$ cat config.mk
export PLATFORM = sky130hd
export DESIGN_NAME = chan_mux_scan
export DESIGN_NICKNAME = d
export VERILOG_FILES = /design/src/rtl/chan_mux_pkg.sv /design/src/rtl/chan_mux_ptr.sv /design/src/rtl/chan_mux_scan.sv
export SDC_FILE = /design/constraint.sdc
export NUM_CORES = 1
export LEC_CHECK = 0
export ABC_CLOCK_PERIOD_IN_PS = 6450
export BUFFER_PORTS_ARGS = -buffer_cell sky130_fd_sc_hd__buf_2
export CORE_UTILIZATION = 45
export CTS_CLUSTER_SIZE = 25
export DETAILED_ROUTE_END_ITERATION = 16
export PLACE_DENSITY = 0.83
export SYNTH_ARGS = -nofsm -noshare
export SYNTH_HDL_FRONTEND = slang
export SYNTH_HIERARCHICAL = 1
export SYNTH_SLANG_ARGS = --single-unit
$ cat constraint.sdc
create_clock -name clk -period 6.45 [get_ports clk]
set_input_delay 1.29 -clock clk [delete_from_list [all_inputs] [get_ports clk]]
set_output_delay 1.29 -clock clk [all_outputs]
set_load 0.03 [all_outputs]
$ cat src/rtl/chan_mux_pkg.sv
// Shared constants and helpers for the channel multiplexer/scanner.
package chan_mux_pkg;

    // Operating modes presented on the mode input.
    localparam logic MODE_MANUAL = 1'b0;
    localparam logic MODE_SCAN   = 1'b1;

    // Width needed to hold values 0..n-1, never less than one bit.
    function automatic int sel_width(input int n);
        return (n <= 2) ? 1 : $clog2(n);
    endfunction

endpackage : chan_mux_pkg

$ cat src/rtl/chan_mux_ptr.sv
// Channel pointer: owns the current selection and the scan dwell counter.
// In MANUAL mode it follows a legal sel request with one cycle of latency.
// In SCAN mode it advances after every accept, or after DWELL consecutive
// idle cycles on an empty channel; a valid but stalled channel is held.
module chan_mux_ptr
    import chan_mux_pkg::*;
#(
    parameter  int N     = 4,
    parameter  int DWELL = 4,
    localparam int SW    = sel_width(N)
) (
    input  logic          clk,
    input  logic          rst_n,
    input  logic          mode_i,
    input  logic [SW-1:0] sel_i,
    input  logic          accept_i,
    input  logic          cur_valid_i,
    output logic [SW-1:0] cur_sel_o
);

    localparam int            DW         = sel_width(DWELL);
    localparam logic [SW-1:0] LAST_SEL   = SW'(N - 1);
    localparam logic [DW-1:0] LAST_DWELL = DW'(DWELL - 1);

    logic [SW-1:0] sel_q;
    logic [SW-1:0] sel_d;
    logic [DW-1:0] dwell_q;
    logic [DW-1:0] dwell_d;
    logic [SW-1:0] sel_inc;
    logic          sel_req_legal;

    // Wrapping successor of the current channel; never produces a value >= N.
    always_comb begin
        sel_inc = (sel_q == LAST_SEL) ? '0 : sel_q + SW'(1);
    end

    // A manual request outside 0..N-1 is ignored so the pointer holds.
    always_comb begin
        sel_req_legal = (int'(sel_i) < N);
    end

    // Next selection and dwell count for both modes.
    always_comb begin
        sel_d   = sel_q;
        dwell_d = dwell_q;
        if (mode_i == MODE_MANUAL) begin
            if (sel_req_legal) begin
                sel_d = sel_i;
            end
            dwell_d = '0;
        end else if (accept_i) begin
            sel_d   = sel_inc;
            dwell_d = '0;
        end else if (!cur_valid_i) begin
            if (dwell_q == LAST_DWELL) begin
                sel_d   = sel_inc;
                dwell_d = '0;
            end else begin
                dwell_d = dwell_q + DW'(1);
            end
        end
        // Valid channel without accept: hold both pointer and counter.
    end

    // Pointer state register with synchronous active-low reset.
    always_ff @(posedge clk) begin
        if (!rst_n) begin
            sel_q   <= '0;
            dwell_q <= '0;
        end else begin
            sel_q   <= sel_d;
            dwell_q <= dwell_d;
        end
    end

    assign cur_sel_o = sel_q;

endmodule : chan_mux_ptr

$ cat src/rtl/chan_mux_scan.sv
// N-channel to one multiplexer with a registered output stage.
// Only the selected channel sees in_ready; the pointer sub-module decides
// which channel that is, either manually or by round-robin scanning.
module chan_mux_scan
    import chan_mux_pkg::*;
#(
    parameter  int W     = 8,
    parameter  int N     = 4,
    parameter  int DWELL = 4,
    localparam int SW    = sel_width(N)
) (
    input  logic           clk,
    input  logic           rst_n,
    input  logic [N*W-1:0] in_data,
    input  logic [N-1:0]   in_valid,
    output logic [N-1:0]   in_ready,
    input  logic           mode,
    input  logic [SW-1:0]  sel,
    output logic [W-1:0]   out_data,
    output logic           out_valid,
    input  logic           out_ready,
    output logic [SW-1:0]  cur_sel
);

    logic [N-1:0] hit;
    logic [W-1:0] masked [N];
    logic [W-1:0] sel_data;
    logic         can_load;
    logic         cur_valid;
    logic         accept;

    logic [W-1:0] data_q;
    logic [W-1:0] data_d;
    logic         valid_q;
    logic         valid_d;

    // One-hot decode of the current channel and per-channel data gating.
    generate
        for (genvar gi = 0; gi < N; gi++) begin : g_chan
            assign hit[gi]    = (cur_sel == SW'(gi));
            assign masked[gi] = in_data[gi*W +: W] & {W{hit[gi]}};
        end
    endgenerate

    // OR-reduce the gated channels: at most one is non-zero.
    always_comb begin
        sel_data = '0;
        for (int k = 0; k < N; k++) begin
            sel_data = sel_data | masked[k];
        end
    end

    // Output register is free when empty or being drained this cycle.
    always_comb begin
        can_load  = !valid_q || out_ready;
        cur_valid = |(in_valid & hit);
        accept    = rst_n && can_load && cur_valid;
        in_ready  = (rst_n && can_load) ? hit : '0;
    end

    // Output stage next state: load on accept, otherwise drain or hold.
    always_comb begin
        valid_d = valid_q;
        data_d  = data_q;
        if (accept) begin
            valid_d = 1'b1;
            data_d  = sel_data;
        end else if (out_ready) begin
            valid_d = 1'b0;
        end
    end

    // Output register; reset discards any held word.
    always_ff @(posedge clk) begin
        if (!rst_n) begin
            valid_q <= 1'b0;
            data_q  <= '0;
        end else begin
            valid_q <= valid_d;
            data_q  <= data_d;
        end
    end

    assign out_valid = valid_q;
    assign out_data  = data_q;

    chan_mux_ptr #(
        .N     (N),
        .DWELL (DWELL)
    ) u_ptr (
        .clk         (clk),
        .rst_n       (rst_n),
        .mode_i      (mode),
        .sel_i       (sel),
        .accept_i    (accept),
        .cur_valid_i (cur_valid),
        .cur_sel_o   (cur_sel)
    );

endmodule : chan_mux_scan

## Word-level counts from Yosys, hierarchy flattened

Index checks and enable logic that the tools add are counted.

| operators by class | value |
|---|---|
| add/sub/neg operators | 2 |
| eq/ne operators | 6 |
| muxes and demuxes | 9 |
| bitwise gates (word level) | 10 |
| reductions and logical operators | 9 |

Operator list:

| cell | number |
|---|---|
| 8-bit bitwise AND | 4 |
| 8-bit bitwise OR | 3 |
| 2-bit two-way mux | 6 |
| 2-bit == test, second input constant | 3 |
| 2-bit by 1-bit adder with 2-bit output, second input constant | 2 |
| 4-bit bitwise AND | 1 |
| 4-bit two-way mux | 1 |
| 4-bit OR reduction | 1 |
| 3-bit by 1-bit inequality test with 1-bit output, second input constant | 1 |
| 3-bit inequality test, second input constant | 1 |
| 3-bit OR reduction | 1 |
| 2-bit by 1-bit == test with 1-bit output, second input constant | 1 |
| 1-bit logical AND | 2 |
| 2-bit zero test | 1 |
| 1-bit two-way mux | 2 |
| 1-bit inverter | 2 |
| 2-bit AND reduction | 1 |
| 2-bit nonzero test | 1 |
| 1-bit zero test | 1 |
| 1-bit logical OR | 1 |

| word-level totals | value |
|---|---|
| register bits | 13 |
| bits of input ports | 42 |
| output and inout port bits | 15 |
| logic and storage cells | 40 |

## Longest topological paths before layout

| depth | value |
|---|---|
| depth after elaboration | 6 |
| gate-level depth with buffers | 8 |

## By module

Netlist, hierarchy kept.

Modules (own cells, without submodules):

| module | times used | cells each | area an instance (um^2) | seq. area each (um^2) |
|---|---|---|---|---|
| chan_mux_scan | 1 | 70 | 725.7 | 180.2 |
| chan_mux_ptr | 1 | 21 | 205.2 | 80.1 |

## Least setup slack after synthesis

No wires, ideal clock.

| timing | value |
|---|---|
| kind | in2out |
| from | input port out_ready |
| to | output port in_ready[0] |
| arrival | 2626 ps |
| setup slack | 2534 ps |
| cell stages on the path | 5 |
| path buffers | 2 |
| cell sequence | nand2b_1 > clkbuf_1 > buf_2 > nand2_1 > nor3_1 |

| between the ends | value |
|---|---|
| longest elaborated chain between the ends | 3 |

Ends and longest elaborated chain:

| what | line | RTL |
|---|---|---|
| start, declared | chan_mux_scan.sv:21 | `input logic out_ready,` |
| 1-bit logical OR | chan_mux_scan.sv:55 | `can_load = !valid_q \|\| out_ready;` |
| 1-bit logical AND | chan_mux_scan.sv:58 | `in_ready = (rst_n && can_load) ? hit : '0;` |
| 4-bit two-way mux | chan_mux_scan.sv:58 |  |
| end, declared | chan_mux_scan.sv:16 | `output logic [N-1:0] in_ready,` |

No other way between the ends.

## Worst setup path in the final report

| timing | value |
|---|---|
| from | input port out_ready |
| to | output port in_ready[1] |

The elaborated chain is that of the path after synthesis.

==> results_dict.tcl <==
set metrics [dict create \
    clkSlewWorstSetupHoldPaths_ps 80 \
    grt_pass1_wl_um 3570 \
    critical_path.most_common_cell "buf_2" \
    cts_tree "yes" \
    antenna_found_initial 0 \
    synth_top_area_share 0.280 \
    synth.net_count 135 \
    synthAdderAreaFrac 0.0269 \
    synth_area_leader_cell "dfxtp_1" \
    grt_usage 0.233 \
    syn_to_final_growth_pct 31.5 \
    finalSetupViolCount 0 \
    die_y_um 47.5 \
    routed_wl_um 2330 \
    synth_common_cells "dfxtp_1 (13), inv_1 (9)" \
    synth_area_leaders "dfxtp_1 (28%), mux4_2 (19%), a21boi_2 (9.7%)" \
    vias_per_cell 5.43 \
    r2r_cells 6 \
    gr-total-overflow 0 \
    yosys.area_share.simple 0.129 \
    cts.sinks 13 \
    synth_seq_cells 13 \
    p_leak_nw 0.560 \
    drv_slew 0 \
    portBuffers 56 \
    synth_cell_types 29 \
    cap_violations 0 \
    nNetsFinal 187 \
    num_rows 16 \
    finClkSkew_ps 4.00 \
    cp_max_fo 19 \
    clock_latency_ps 280 \
    power.density_mw_per_mm2 197 \
    postCtsSetupBuffers 0 \
    drive_above_1_share 0.535 \
    synth_warnings 6 \
    grt_pass1_vias 836 \
    netlist_area_um2 931 \
    status "complete, no violations" \
    required_ps 5160 \
    final.period_utilization 0.585 \
    cp.arrival_ps 2480 \
    slew_headroom 0.527 \
    cts_hold_buf 0 \
    rsz0062_at_grt "false" \
    hold_path_depth 3 \
    clock-root-buffer "clkbuf_4" \
    synthMuxAreaShare 0.243 \
    ctsHtreeMaxLevel 1 \
    setup_tns_ps 0 \
    drt_iter0_drc 19 \
    synth.most_common_cell "dfxtp_1" \
    diodes 0 \
    grt_max_degree 32 \
    core_region_area_mm2 0.00196 \
    post_cts_resized 0 \
    hp-class "flip-flop to flip-flop" \
    path_class "primary input to output port" \
    worstSetupStartpointType "primary input" \
    synth.avg_cell_area_um2 10.2 \
    peakVddDrop_mv 0.0857 \
    synth-edff-count 0 \
    cp-end-kind "output port" \
    synthArstFlopShare 0 \
    tightestPinTransition_ps 708 \
    antenna_left 0 \
    wl_per_cell_um 13.8 \
    drc 0 \
    synth_top_family_by_area "multiplexers" \
    num_vias 917 \
    slowest_stage "nand2b_1" \
    synth_top_flop_cell "dfxtp_1" \
    start_util 0.474 \
    period_needed_ps 3770 \
    whs_ps 554 \
    dp_hpwl_um 1750 \
    firstDrtPassIters 4 \
    yosysSeqAreaShare 0.280 \
    place_congestion 0.810 \
    synth_xor_xnor_area_share 0.00941 \
    io_pins 57 \
    hold_viol 0 \
    cpPeakStageDelay_ps 540 \
    max_freq_mhz 265 \
    die_width_um 47.5 \
    crit_chain "buf_2 -> nand2b_1 -> nand2_1 -> nor3_1 -> buf_2" \
    fp.dieArea_mm2 0.00225 \
    numCtsBuffers 3 \
    synth-compound-area-share 0.220 \
    cts_buffer_depth 2 \
    netlist_instances 91 \
]
==> path summary, 6_finish.rpt <==
path,startpoint,end,slack (ps)
setup / recovery,out_ready,in_ready[1],2680
hold / removal,out_data[4]$_SDFFE_PN0P_,out_data[4]$_SDFFE_PN0P_,550
setup reg to reg,u_ptr/cur_sel_o[0]$_SDFFE_PN0P_,u_ptr/cur_sel_o[1]$_SDFFE_PN0P_,3910
hold reg to reg,out_data[4]$_SDFFE_PN0P_,out_data[4]$_SDFFE_PN0P_,550
==> cell type report <==
class / instances / area, µm²
sequential: 13 / 260
clock buffer: 4 / 26.3
inverter: 10 / 37.5
multi-input combinational: 59 / 586
fill: 202 / 738
tap: 27 / 33.8
timing repair buffer: 56 / 280
==> sequential cells by signal, summed over array words and instances (netlist names) <==
name / cells
u_ptr/dwell_q: 2
out_valid: 1
u_ptr/cur_sel_o: 2
out_data: 8
==> per-layer routing <==
| metal | global-route usage | part of all wire | up-vias |
|---|---|---|---|
| li1 | - | - | 443 |
| met1 | 0.286 | 0.43 | 427 |
| met2 | 0.392 | 0.51 | 41 |
| met3 | 0.0377 | 0.048 | 6 |
| met4 | 0.120 | 0.014 | 0 |
| met5 | 0 | 0 | - |
==> worst max-delay path: cells and delay by family <==
kind	cells	cell delay, ps
simple gates	3	890
buf+inv	2	290
==> logic make-up (layout without fill, tap and decap cells) <==
group / Yosys count / count (layout)
compound gates: 23 / 23
simple gates: 22 / 22
buf+inv: 19 / 70
flops: 13 / 13
mux: 11 / 11
fa+ha+maj: 2 / 2
xor+xnor: 1 / 1
==> cells in the final DEF (no fill, tap or decap) <==
| master | synthesis | routed |
|---|---|---|
| buf_2 | 2 | 56 |
| dfxtp_1 | 13 | 13 |
| inv_1 | 9 | 9 |
| mux4_2 | 8 | 8 |
| nand4_1 | 8 | 8 |
| a31o_1 | 8 | 8 |
| a21boi_2 | 8 | 8 |
| nor2_1 | 4 | 4 |
| clkbuf_4 | 0 | 3 |
| o21ai_0 | 3 | 3 |
| nand2b_1 | 2 | 2 |
| nand2_1 | 2 | 2 |
| nor3_1 | 2 | 2 |
| mux2i_1 | 2 | 2 |
| ha_1 | 2 | 2 |
| inv_2 | 1 | 1 |
| nand3_1 | 1 | 1 |
| a21boi_1 | 1 | 1 |
| mux4_1 | 1 | 1 |
| clkbuf_1 | 2 | 1 |
| nor3b_1 | 1 | 1 |
| nor2b_1 | 1 | 1 |
| or2_1 | 1 | 1 |
| o31ai_1 | 1 | 1 |
| a21oi_1 | 1 | 1 |
| xnor2_1 | 1 | 1 |
| o211a_1 | 1 | 1 |
==> per-stage QoR <==
| step | power (W) | utilization | cells | instance area (µm²) | setup slack, ps |
|---|---|---|---|---|---|
| floorplan | 0.000167 | - | 91 | 931 | 2530 |
| global placement | 0.000187 | 0.610 | 165 | 1200 | 2770 |
| detailed placement | 0.000191 | 0.610 | 165 | 1200 | 2720 |
| CTS | 0.000242 | 0.624 | 169 | 1220 | 2710 |
| global route | 0.000255 | 0.624 | 169 | 1220 | 2570 |
| finish | 0.000241 | 0.624 | 169 | 1220 | 2680 |
==> where the power goes <==
group	switching [W]	leakage [nW]	internal [W]
sequential	0.0000102	0.107	0.0000875
combinational	0.0000492	0.438	0.0000427
clock	0.0000279	0.0150	0.0000240
Note: power is estimated with default switching activity, not from simulation.
